$ cat config.mk
export PLATFORM = sky130hd
export DESIGN_NAME = usr_trx
export DESIGN_NICKNAME = d
export VERILOG_FILES = /design/src/rtl/usr_trx.sv
export SDC_FILE = /design/constraint.sdc
export NUM_CORES = 1
export LEC_CHECK = 0
export BUFFER_PORTS_ARGS = -buffer_cell sky130_fd_sc_hd__buf_2
export CAP_MARGIN = 20
export CORE_AREA = 2 2 39 41
export CTS_BUF_LIST = sky130_fd_sc_hd__clkbuf_8
export DETAILED_ROUTE_END_ITERATION = 6
export DIE_AREA = 0 0 41 43
export GPL_TIMING_DRIVEN = 0
export PLACE_DENSITY = 0.74
export SLEW_MARGIN = 20
export SYNTH_ARGS = -nofsm -noshare
export SYNTH_HDL_FRONTEND = slang
export SYNTH_SLANG_ARGS = --single-unit
$ cat constraint.sdc
create_clock -name CLK -period 0.9 [get_ports CLK]
set_input_delay 0.045 -clock CLK [delete_from_list [all_inputs] [get_ports CLK]]
set_output_delay 0.045 -clock CLK [all_outputs]
set_load 0.01 [all_outputs]
$ cat src/rtl/usr_trx.sv
// Universal shift register: hold, shift right, shift left or parallel load,
// with the bit shifted out captured in a registered serial output.
module usr_trx #(
  parameter int WIDTH = 8
) (
  input  logic             CLK,
  input  logic             RST_N,
  input  logic [WIDTH-1:0] signal_input,
  input  logic [1:0]       select,
  output logic [WIDTH-1:0] signal_output,
  output logic             serial_output
);

  typedef enum logic [1:0] {
    MODE_HOLD  = 2'b00,
    MODE_SHR   = 2'b01,
    MODE_SHL   = 2'b10,
    MODE_LOAD  = 2'b11
  } mode_t;

  if (WIDTH < 2) begin : g_width_check
    $error("usr_trx: WIDTH must be at least 2");
  end

  mode_t mode;
  assign mode = mode_t'(select);

  // Q and S are the output registers themselves, so there is no
  // combinational path from the inputs to the outputs.
  always_ff @(posedge CLK or negedge RST_N) begin
    if (!RST_N) begin
      signal_output <= '0;
      serial_output <= 1'b0;
    end else begin
      case (mode)
        MODE_HOLD: begin
          signal_output <= signal_output;
          serial_output <= serial_output;
        end
        MODE_SHR: begin
          signal_output <= {1'b0, signal_output[WIDTH-1:1]};
          serial_output <= signal_output[0];
        end
        MODE_SHL: begin
          signal_output <= {signal_output[WIDTH-2:0], 1'b0};
          serial_output <= signal_output[WIDTH-1];
        end
        MODE_LOAD: begin
          signal_output <= signal_input;
          serial_output <= serial_output;
        end
        default: begin
          signal_output <= signal_output;
          serial_output <= serial_output;
        end
      endcase
    end
  end

endmodule

==> flow_summary.toml <==
[outcome]
status = "finished with violations"
violations = "setup timing"

[logic_synthesis]
synth.avg_cell_area_sq_um = 10.7
yosysSeqAreaShare = 0.390
synthCells = 54
yosysWarnings = 0
syn-cell-area_sq_um = 578
syn-num-nets = 69
synth_seq_cells = 9
yosysUniqueCellTypes = 17

[global_route]
grt_max_degree = 11
antenna_found_initial = 0
grt_first_pass_wirelength_um = 2010
gr-usage-all-layers = 0.170
grt_remaining_overflow = 0
grt_pass1_vias = 463

[timing]
fin_ws_ps = -16.9
period_needed_ps = 917
hold_ws_ps = 115
relSlewSlack = 0.858
timing.fmax_ghz = 1.09
fin_worst_skew_ps = 1.77
hold_violations = 0
tightest_slew_ps = 214
finalCritPeriodShare = 1.02
grt_setup_unrepaired = "yes"
setup_viol_count_final = 1
maxSlewViolCount = 0

[placed_design]
place_inst = 90
place_area_sq_um = 716
io_buffer_count = 20
place_congestion = 0.684

[critical_path]
r2r-end = "signal_output[0]"
rr_startpoint = "signal_output[1]"
crit_buf_inv = 0
path_cells = "or3b_1 -> a21oi_1"
crit_slowest_cell = "dfrtp_1"
crit_type = "reg2reg"
cp_max_fo = 4
cp_top_family = "flip-flops"
endpoint = "signal_output[0]"
crit_start = "signal_output[1]"
path_depth = 2
reg2regPathDepth = 2
r2r_slack_ps = -20
slowest_delay_ps = 370
end_kind = "flip-flop"
critical_path.startpoint_type = "flip-flop"
required_ps = 1060
arrival_ps = 1080

[floorplanning]
die_h_um = 43
die_w_um = 41
core_sq_um = 1380
num_rows = 14
io-pin-count = 21
start_util = 0.418
die_area_sq_um = 1760

[detailed_routing]
wl_met2_um = 615
top_layer_used = "met3"
drt_iter0_markers = 1
dr.pass1.iters = 4
vias = 496
drc_errors = 0
wire_per_inst_um = 12.7
wl_um = 1200
viasPerCell = 5.22
drtAntennaViolNets = 0
met3_length_um = 75
m1WireLength_um = 511

[clock_network]
clock_path_buffers = 2
clk_latency_ps = 230
h-tree-depth = 1
cts_inserted_buffers = 3
cts_root_buffer = "clkbuf_8"
cts_tree = "done"
path_clk_slew_ps = 50
postCtsSetupBuffers = 0
cts_num_sinks = 9

[worst_hold_path]
hold_path_class = "in2reg"
hold_depth = 3

[final_layout]
layoutNonFillerInstCount = 95
layout-drive-gt1-share = 0.481
area_delta_synth_final_pct = 34.6
finalCoreUtilization = 0.562
final_net_count = 95
fillCellCount = 132
antenna_cells = 0
stdcell_area_sq_um = 778

[power]
p_per_area_nw_per_um2 = 1760
cellLeakagePower_nw = 0.354
power_mw = 1.37
ir_worst_vdd_uv = 1180

[flow_run]
cap_violations = 0
==> per-layer routing <==
layer,track usage,vias to the layer above
met3,0.0942,0
met5,0,-
met2,0.244,11
met4,0.0200,0
li1,-,245
met1,0.229,240
==> report_power, final <==
group	leakage (nW)	internal (mW)	switching [mW]
logic	0.214	0.185	0.183
registers	0.113	0.476	0.0688
clock network	0.0269	0.297	0.163
==> worst reg2reg max path: cells and delay by family, from the launching register on <==
family / cells / cell delay, ps
AO/OA/AOI/OAI: 1 / 120
flip-flops: 1 / 370
AND/OR/NAND/NOR: 1 / 350
==> metrics by stage <==
step / setup TNS (ps) / worst slack, ps
6_report: -16.9 / -16.9
3_3_place_gp: -1550 / -212
2_1_floorplan: -27.7 / -27.7
5_1_grt: -110 / -100
3_5_place_dp: -1670 / -230
4_1_cts: -23.9 / -23.9
==> cell families (layout without fill, tap and decap cells) <==
| family | after synthesis | count (layout) | synth area share |
|---|---|---|---|
| AOI/OAI and AO/OA | 17 | 17 | 0.281 |
| adders and majority gates | 3 | 3 | 0.0649 |
| buffers and inverters | 7 | 32 | 0.0931 |
| DFF | 9 | 9 | 0.390 |
| muxes | 1 | 1 | 0.0173 |
| and+or+nand+nor | 17 | 17 | 0.154 |
==> sequential cells by signal, indices dropped and copies added, names as in the netlist <==
| name | cells |
|---|---|
| signal_output | 8 |
| serial_output | 1 |
==> timing repair <==
item                                   CTS  global route
setup endpoints to repair                1             8
gates resized for setup                  0             3
hold buffers                             1             0
endpoints found under the hold margin    9             0
==> cell usage after synthesis <==
master / count / area (sq um)
dfrtp_1: 9 / 225
a22oi_1: 7 / 52.6
nand2_1: 7 / 26.3
nand2b_1: 6 / 37.5
o221ai_2: 6 / 90.1
a21oi_1: 3 / 15.0
buf_6: 3 / 33.8
ha_1: 3 / 37.5
inv_1: 2 / 7.51
buf_2: 1 / 5.00
buf_4: 1 / 7.51
mux2i_1: 1 / 10.0
nor2_1: 1 / 3.75
nor2b_1: 1 / 6.26
o21ai_0: 1 / 5.00
or2_1: 1 / 6.26
or3b_1: 1 / 8.76
==> layout by cell type, fill, tap and decap left out, types with 2 or more instances in the layout <==
cell type,n
inv_1,2
nand2b_1,6
buf_2,20
clkbuf_8,3
a22oi_1,6
dfrtp_1,9
nand2_1,7
o221ai_2,6
buf_4,2
buf_6,3
a21oi_1,3
==> layout make-up <==
class	instances	area, sq um	area share
flip-flops and latches	9	225	0.289
multi-input cells	38	319	0.410
plain buffers	5	48.8	0.0627
inverters	2	10.0	0.0129
well taps	16	20.0	0.0257
clock inverters	1	3.75	0.00482
clock buffers	3	41.3	0.0531
repair buffers	21	110	0.141
==> worst min-delay path by stage <==
stage,startpoint,endpoint,slack [ps]
6_report,signal_input[0],signal_output[0],110
5_1_grt,signal_input[0],signal_output[0],140
4_1_cts,signal_input[0],signal_output[0],120
3_5_place_dp,RST_N,signal_output[4],-90
3_3_place_gp,RST_N,signal_output[3],-90
2_1_floorplan,RST_N,serial_output,-250
(Power assumes the default switching activity.)
